`config.mk`:
```
export PLATFORM = sky130hd
export DESIGN_NAME = mole_hit_judge
export DESIGN_NICKNAME = d
export VERILOG_FILES = /design/src/rtl/mole_hit_judge.sv
export SDC_FILE = /design/constraint.sdc
export NUM_CORES = 1
export LEC_CHECK = 0
export CORE_UTILIZATION = 45
export CTS_CLUSTER_SIZE = 14
export DETAILED_ROUTE_END_ITERATION = 6
export PLACE_DENSITY_LB_ADDON = 0.25
export SYNTH_ARGS = -nofsm -noshare
export SYNTH_HDL_FRONTEND = slang
export SYNTH_SLANG_ARGS = --single-unit
```
`constraint.sdc`:
```
create_clock -name CLK100MHZ -period 7.1 [get_ports CLK100MHZ]
set_input_delay 1.42 -clock CLK100MHZ [delete_from_list [all_inputs] [get_ports CLK100MHZ]]
set_output_delay 1.42 -clock CLK100MHZ [all_outputs]
set_load 0.01 [all_outputs]
```
`src/rtl/mole_hit_judge.sv`:
```
// Player-side judge: debounces 8 buttons, judges hit/miss per lane against the mole vector,
// pulses molehit on hits and keeps saturating score/miss counters. Optional: MISS_PENALTY_EN.
module mole_hit_judge #(
  parameter int DEBOUNCE_CYCLES = 1000000,
  parameter int SCORE_W         = 10,
  parameter int MISS_W          = 8
) (
  input  logic               CLK100MHZ,
  input  logic               CPU_RESETN,
  input  logic               game_active,
  input  logic               clear,
  input  logic [7:0]         mole,
  input  logic [7:0]         btn,
  output logic [7:0]         molehit,
  output logic               hit_any,
  output logic [SCORE_W-1:0] score,
  output logic [MISS_W-1:0]  misses
);

  localparam int CNT_W = (DEBOUNCE_CYCLES > 1) ? $clog2(DEBOUNCE_CYCLES) : 1;
  localparam logic [CNT_W-1:0] CNT_LAST = CNT_W'(DEBOUNCE_CYCLES - 1);

  localparam logic [1:0] ST_IDLE = 2'd0;
  localparam logic [1:0] ST_UP   = 2'd1;
  localparam logic [1:0] ST_HIT  = 2'd2;

  // Accumulators are wide enough for counter + 8 hits, plus a sign bit for the penalty case.
  localparam int ACC_W  = ((SCORE_W > 4) ? SCORE_W : 4) + 2;
  localparam int MACC_W = ((MISS_W > 4) ? MISS_W : 4) + 1;
  localparam logic signed [ACC_W-1:0] SCORE_MAX =
    $signed({{(ACC_W-SCORE_W){1'b0}}, {SCORE_W{1'b1}}});
  localparam logic [MACC_W-1:0] MISS_MAX = {{(MACC_W-MISS_W){1'b0}}, {MISS_W{1'b1}}};

  logic [7:0]         sync1_q, sync2_q;
  logic [7:0]         deb_q, deb_d, deb_prev_q;
  logic [CNT_W-1:0]   cnt_q [8];
  logic [CNT_W-1:0]   cnt_d [8];
  logic [1:0]         state_q [8];
  logic [1:0]         state_d [8];
  logic [7:0]         press;
  logic [7:0]         hit_vec, miss_vec;
  logic [3:0]         hit_cnt, miss_cnt;
  logic [7:0]         molehit_q;
  logic               hit_any_q;
  logic [SCORE_W-1:0] score_q, score_d;
  logic [MISS_W-1:0]  misses_q, misses_d;
  logic signed [ACC_W-1:0] score_acc;
  logic [MACC_W-1:0]  miss_acc;

  function automatic logic [3:0] popcount8(input logic [7:0] v);
    logic [3:0] n;
    n = 4'd0;
    for (int k = 0; k < 8; k++) n = n + {3'b000, v[k]};
    return n;
  endfunction

  // Debounce: the counter restarts whenever the synced level agrees with the accepted level.
  always_comb begin
    deb_d = deb_q;
    for (int i = 0; i < 8; i++) begin
      cnt_d[i] = '0;
      if (sync2_q[i] != deb_q[i]) begin
        if (cnt_q[i] == CNT_LAST) deb_d[i] = sync2_q[i];
        else                      cnt_d[i] = cnt_q[i] + CNT_W'(1);
      end
    end
  end

  assign press = deb_q & ~deb_prev_q;

  // NOTE: every output of this block gets a default before any branch, so no latches form.
  always_comb begin
    hit_vec  = '0;
    miss_vec = '0;
    for (int i = 0; i < 8; i++) begin
      state_d[i] = state_q[i];
      if (clear) begin
        state_d[i] = ST_IDLE;
      end else if (game_active) begin
        case (state_q[i])
          ST_IDLE: begin
            if (press[i])     miss_vec[i] = 1'b1;
            else if (mole[i]) state_d[i]  = ST_UP;
          end
          ST_UP: begin
            if (press[i] && mole[i]) begin
              hit_vec[i] = 1'b1;
              state_d[i] = ST_HIT;
            end else if (!mole[i]) begin
              miss_vec[i] = press[i];
              state_d[i]  = ST_IDLE;
            end
          end
          ST_HIT:  if (!mole[i]) state_d[i] = ST_IDLE;
          default: state_d[i] = ST_IDLE;
        endcase
      end
    end
  end

  always_comb begin
    hit_cnt   = popcount8(hit_vec);
    miss_cnt  = popcount8(miss_vec);
    score_acc = $signed({{(ACC_W-SCORE_W){1'b0}}, score_q})
              + $signed({{(ACC_W-4){1'b0}}, hit_cnt});
`ifdef MISS_PENALTY_EN
    score_acc = score_acc - $signed({{(ACC_W-4){1'b0}}, miss_cnt});
`endif
    miss_acc  = {{(MACC_W-MISS_W){1'b0}}, misses_q} + {{(MACC_W-4){1'b0}}, miss_cnt};

    if (clear)                     score_d = '0;
    else if (score_acc[ACC_W-1])   score_d = '0;
    else if (score_acc > SCORE_MAX) score_d = {SCORE_W{1'b1}};
    else                           score_d = score_acc[SCORE_W-1:0];

    if (clear)                     misses_d = '0;
    else if (miss_acc > MISS_MAX)  misses_d = {MISS_W{1'b1}};
    else                           misses_d = miss_acc[MISS_W-1:0];
  end

  always_ff @(posedge CLK100MHZ or negedge CPU_RESETN) begin
    if (!CPU_RESETN) begin
      sync1_q    <= '0;
      sync2_q    <= '0;
      deb_q      <= '0;
      deb_prev_q <= '0;
      molehit_q  <= '0;
      hit_any_q  <= 1'b0;
      score_q    <= '0;
      misses_q   <= '0;
      // NOTE: these per-lane arrays are plain flop banks, not RAM, so they take the reset too.
      for (int i = 0; i < 8; i++) begin
        cnt_q[i]   <= '0;
        state_q[i] <= ST_IDLE;
      end
    end else begin
      sync1_q    <= btn;
      sync2_q    <= sync1_q;
      deb_q      <= deb_d;
      deb_prev_q <= deb_q;
      molehit_q  <= hit_vec;
      hit_any_q  <= |hit_vec;
      score_q    <= score_d;
      misses_q   <= misses_d;
      for (int i = 0; i < 8; i++) begin
        cnt_q[i]   <= cnt_d[i];
        state_q[i] <= state_d[i];
      end
    end
  end

  assign molehit = molehit_q;
  assign hit_any = hit_any_q;
  assign score   = score_q;
  assign misses  = misses_q;

endmodule
```
### Word-level counts from Yosys, hierarchy flattened

Cells that the tools add are included.

| storage, ports and cells | value |
|---|---|
| flip-flop bits (word level) | 235 |
| input bits | 20 |
| output and inout port bits | 27 |
| word-level logic and storage cells | 298 |

| cells by class | value |
|---|---|
| $add $sub $neg | 24 |
| magnitude comparators | 2 |
| equality and inequality tests | 48 |
| multiplexer cells | 157 |
| bitwise operators | 2 |
| reductions and logical operators | 34 |

Operators by type and width:

| cell | count |
|---|---|
| $mux 20 | 16 |
| $add 20x1->20 const B | 8 |
| $eq 20x20->1 const B | 8 |
| $mux 2 | 48 |
| $mux 1 | 72 |
| $ne 3x3->1 const B | 16 |
| $pmux 2 s3 | 8 |
| $add 4x1->4 | 8 |
| $mux 10 | 3 |
| $reduce_and 3->1 | 8 |
| $eq 2x1->1 const B | 8 |
| $eq 2x2->1 const B | 8 |
| $logic_not 2->1 | 8 |
| $mux 8 | 2 |
| $pmux 1 s2 | 8 |
| $reduce_and 2->1 | 8 |
| $add 10x4->11 | 1 |
| $gt 11x10->1 const B | 1 |
| $add 8x4->9 | 1 |
| $gt 9x8->1 const B | 1 |
| $add 3x1->4 | 2 |
| $and 8x8->8 | 1 |
| $logic_and 1x1->1 | 8 |
| $ne 1x1->1 | 8 |
| 5 further kinds | 7 |

### Logic depth before layout (Yosys ltp)

| logic depth | value |
|---|---|
| depth in word-level cells | 19 |
| gate-level depth with buffers | 17 |
| mapped depth without buffers | 15 |

### Worst setup path before layout

OpenSTA, ideal clock, no wires.

| timing | value |
|---|---|
| path kind | in2reg |
| from | in clear |
| to | reg misses_q[6] (netlist: misses[6]) |
| library setup time | 0.132 ns |
| arrival | 5.225 ns |
| data required time | 6.968 ns |
| path slack | 1.743 ns |
| cell stages on the path | 17 |
| path buffers | 2 |
| cells stage by stage | clkbuf_1 -> nor2b_1 -> clkbuf_1 -> nand2_1 -> nor3_1 -> fa_1 -> inv_1 -> fa_1 -> inv_1 -> fa_1 -> fa_1 -> fa_1 -> a21o_1 -> a21o_1 -> nand3_1 -> mux2i_1 -> nor2_1 |

| between the ends | value |
|---|---|
| word-level cells in the longest chain between the ends | 12 |
| elaborated cells between the ends (all ways) | 19 |
| classes of those cells | add/sub: 8; order compare: 1; mux: 10 |

RTL lines:

| what | line | source |
|---|---|---|
| start: declaration | 11 | `input logic clear,` |
| $mux 1 | 77 | `if (clear) begin` |
| $add 1x1->2 | 53 | `for (int k = 0; k < 8; k++) n = n + {3'b000, v[k]};` |
| $add 2x1->3 | 53 |  |
| $add 3x1->4 | 53 |  |
| $add 4x1->4 (4 in series) | 53 |  |
| $add 8x4->9 | 109 | `miss_acc = {{(MACC_W-MISS_W){1'b0}}, misses_q} + {{(MACC_W-4){1'b0}}, miss_cnt};` |
| $gt 9x8->1 | 117 | `else if (miss_acc > MISS_MAX) misses_d = {MISS_W{1'b1}};` |
| $mux 8 | 117 |  |
| $mux 8 * | 116 | `if (clear) misses_d = '0;` |
| named net misses_d[6] | 46 | `logic [MISS_W-1:0] misses_q, misses_d;` |
| end signal: assignment | 144 | `misses_q <= misses_d;` |
| end: declaration | 46 |  |

Mark *: on every way through the listed nets, which the timed path passes. The rest lies on a longest branch.
A chain may end at the register's enable or synchronous reset.

### Final worst setup path

| timing | value |
|---|---|
| from | in game_active |
| to | reg score_q[7] (netlist: score[7]) |

| between the ends | value |
|---|---|
| word-level cells in the longest chain between the ends | 14 |
| elaborated cells between the ends (all ways) | 28 |
| classes of those cells | add/sub: 8; order compare: 1; mux: 19 |

RTL lines:

| what | line | source |
|---|---|---|
| start: declaration | 10 | `input logic game_active,` |
| $mux 1 * | 79 | `end else if (game_active) begin` |
| $mux 1 * | 77 |  |
| named net hit_vec[0] | 41 | `logic [7:0] hit_vec, miss_vec;` |
| $add 1x1->2 * | 53 |  |
| $add 2x1->3 * | 53 |  |
| $add 3x1->4 * | 53 |  |
| $add 4x1->4 * (4 in series) | 53 |  |
| $add 10x4->11 * | 105 | `+ $signed({{(ACC_W-4){1'b0}}, hit_cnt});` |
| $gt 11x10->1 | 113 | `else if (score_acc > SCORE_MAX) score_d = {SCORE_W{1'b1}};` |
| $mux 10 * | 113 |  |
| $mux 10 * | 112 | `else if (score_acc[ACC_W-1]) score_d = '0;` |
| $mux 10 * | 111 | `if (clear) score_d = '0;` |
| named net score_d[7] | 45 | `logic [SCORE_W-1:0] score_q, score_d;` |
| end signal: assignment | 143 | `score_q <= score_d;` |
| end: declaration | 45 |  |

Marks and branches as above.

==> results_dict.tcl <==
set metrics [dict create \
    skew_ns 0.00791 \
    dpl.hpwl_um 14000 \
    vias 7598 \
    worst_slew_margin_rel_pct 48.4 \
    grt-ovfl-total 0 \
    critPathMaxFanout 33 \
    clk_latency_ns 0.52 \
    path_cells "clkdlybuf4s50_1, buf_4, nand2b_1, nor4_1, fa_1, inv_1, fa_1, fa_1, fa_1, fa_1, nor2b_1, o21ai_0, a21oi_1, nand2_1, a31oi_1" \
    worstSetupPathType "input port to flip-flop" \
    tightest_slew_ns 0.773 \
    cts_buffer_depth 3 \
    hold_end "sync2_q[4]$_DFF_PN0_" \
    io_pins 47 \
    crit_top_cell "fa_1" \
    synthesis.area_um2 11300 \
    hp-class "flip-flop to flip-flop" \
    dieHeight_um 160 \
    outcome "finished, final reports clean" \
    p_leak_nw 5.67 \
    final_nets 1202 \
    clkTransAtPathRegs_ns 0.06 \
    min_from "sync1_q[4]$_DFF_PN0_" \
    fill_cells 2231 \
    synth-simple-area-share_pct 24.5 \
    drive_gt1_share_pct 6.49 \
    slew_violations 0 \
    syn_inst 1097 \
    place_area_um2 12000 \
    dr.pass1.iters 4 \
    detail_route.wl_per_cell_um 14.0 \
    fp.dieArea_um2 25600 \
    dieWidth_um 160 \
    yosys.area.top_type "dfrtp_1" \
    synthAdderAreaFrac_pct 4.00 \
    r2r_cells 13 \
    cts_tree "done" \
    crit_arrival_ns 6.12 \
    cts.repair.resized 0 \
    utilization_pct 53.0 \
    grt_max_degree 136 \
    ys_seq_elements 235 \
    cts_setup_buffers 0 \
    synth_cell_types 55 \
    synth_top_family_by_area "simple AND/OR/NAND/NOR gates" \
    ys_top_cells_by_area "dfrtp_1, xor2_1, nor2_1, xnor2_1, nand3_1" \
    crit_path_end_kind "flip-flop" \
    totalPowerFinal_mw 2.90 \
    portBuffers 46 \
    finalCritPeriodShare_pct 80.2 \
    drt.antenna.violating_nets 0 \
    yosysWarnings 0 \
    setup_tns_ns 0 \
    max_freq_mhz 176 \
    synth_compound_area_share_pct 3.42 \
    area_delta_synth_final_pct 14.8 \
    drt_wl_total_um 20900 \
    ctsHoldBuffers 0 \
    n_antenna_cell 0 \
    worst_setup_path_start_kind "input port" \
    avgSynthCellArea_um2 10.3 \
    final_cell_area_um2 12900 \
    synth_fp_nets 1147 \
    vias_per_cell 5.08 \
    layout_min_cycle_time_ns 5.69 \
    place_congestion 0.771 \
    drcViolationCount 0 \
    layout.cells.non_filler 1495 \
    slowest_stage "nor4_1" \
    setup_viol 0 \
    cts_made_buffers 26 \
    grt_pass1_wl_um 36600 \
    required_ns 7.53 \
    drt_iter0_markers 374 \
    clockRootBuffer "clkbuf_16" \
    clock-sinks 235 \
    antenna_found_initial 0 \
    dp.cells 1448 \
    synthMuxAreaShare_pct 0.689 \
    mostFrequentLayoutCell "dfrtp_1" \
    synth-xor-area-share_pct 12.3 \
    start_util_pct 46.1 \
    rows 57 \
    powerDensity_nw_per_um2 225 \
    cts_max_level 1 \
    final-hold-violation-count 0 \
    power.ir.vdd_worst_mv 0.307 \
    max_cap_viol_count 0 \
    grt_pass1_vias 7508 \
    hold-path-cell-count 0 \
    grt_usage_pct 17.0 \
    crit_path_max_incr_delay_ns 0.50 \
    rsz0062_at_grt "false" \
    ff2ff_setup_slack_ns 2.73 \
    core_um2 24400 \
    yosysSeqAreaShare_pct 52.3 \
    layout_common_cells "dfrtp_1, nor2_1, xor2_1" \
    reg2reg_from "deb_q[0]$_DFFE_PN0P_" \
    yosys.area.top_type_share_pct 52.3 \
    r2r_end "score[7]$_DFF_PN0_" \
]
## cells in the mapped netlist (all sizes together)
cell and number:
a211oi 2, a21boi 1, a21o 3, a21oi 30, a22oi 2, a2bb2oi 2
a311oi 1, a31oi 4, and3 29, and4 7, and4b 1, buf 16
clkbuf 8, dfrtp 235, fa 10, ha 20, inv 35, mux2 6
mux2i 1, nand2 70, nand2b 22, nand3 79, nand3b 2, nand4 32
nand4b 9, nor2 204, nor2b 10, nor3 25, nor3b 7, nor4 24
nor4b 5, nor4bb 4, o2111ai 2, o21a 1, o21ai 14, o21bai 1
o22ai 1, o31ai 2, or2 10, or3 1, or3b 1, xnor2 68
xor2 90
## worst max-delay path, delay by kind of cell
| kind | cells | cell delay [ns] |
|---|---|---|
| simple gates | 4 | 1.01 |
| compound gates | 3 | 0.60 |
| buf+inv | 3 | 0.84 |
| fa+ha+maj | 5 | 2.23 |
## registers in the layout, summed over array words and instances (netlist names)
name and flops:
molehit 8, deb_q 8, misses 8, hit_any 1, state_q 16, deb_prev_q 8
sync2_q 8, score 10, sync1_q 8, cnt_q 160
## kinds of logic after synthesis
| family | count (synthesis) |
|---|---|
| flip-flops | 235 |
| multiplexers | 7 |
| buffers and inverters | 59 |
| adder cells (fa/ha/maj) | 30 |
| XOR/XNOR | 158 |
| AND/OR/NAND/NOR | 542 |
| AO/OA/AOI/OAI | 66 |
## routing by layer
metal	vias up	share of wire (%)	track usage [%]
li1	3821	-	-
met1	3678	49	24.2
met2	69	46	26.8
met3	30	3.5	3.25
met4	0	2.0	3.94
met5	-	0	0
## area by class of cell
class / count / area (um^2) / share of cell area, %
Inverter: 35 / 131 / 1.02
Sequential cell: 235 / 5880 / 45.5
Tap cell: 324 / 405 / 3.14
Multi-Input combinational cell: 803 / 5050 / 39.1
Timing Repair Buffer: 51 / 515 / 3.99
Clock inverter: 13 / 176 / 1.37
Clock buffer: 34 / 752 / 5.82
## metrics by stage
step,hold slack [ns],worst slack [ns]
2_1_floorplan,0.331,1.74
3_3_place_gp,0.333,1.05
3_5_place_dp,0.338,0.885
4_1_cts,0.352,1.44
5_1_grt,0.359,1.10
6_report,0.353,1.41
## how the worst max path moves through the flow
stage	startpoint	end	slack, ns	cells after the start
2_1_floorplan	clear	misses[6]$_DFF_PN0_	1.74	17
3_3_place_gp	game_active	score[9]$_DFF_PN0_	1.05	15
3_5_place_dp	game_active	score[7]$_DFF_PN0_	0.88	15
4_1_cts	clear	score[7]$_DFF_PN0_	1.44	16
5_1_grt	game_active	score[7]$_DFF_PN0_	1.10	15
6_report	game_active	score[7]$_DFF_PN0_	1.41	15
## power breakdown
group | leakage (nW) | switching [mW] | internal, mW
Combinational | 1.99 | 0.0617 | 0.0297
Clock | 0.452 | 0.544 | 0.890
Sequential | 3.22 | 0.0173 | 1.36
Note: power is estimated with default switching activity, not from simulation.
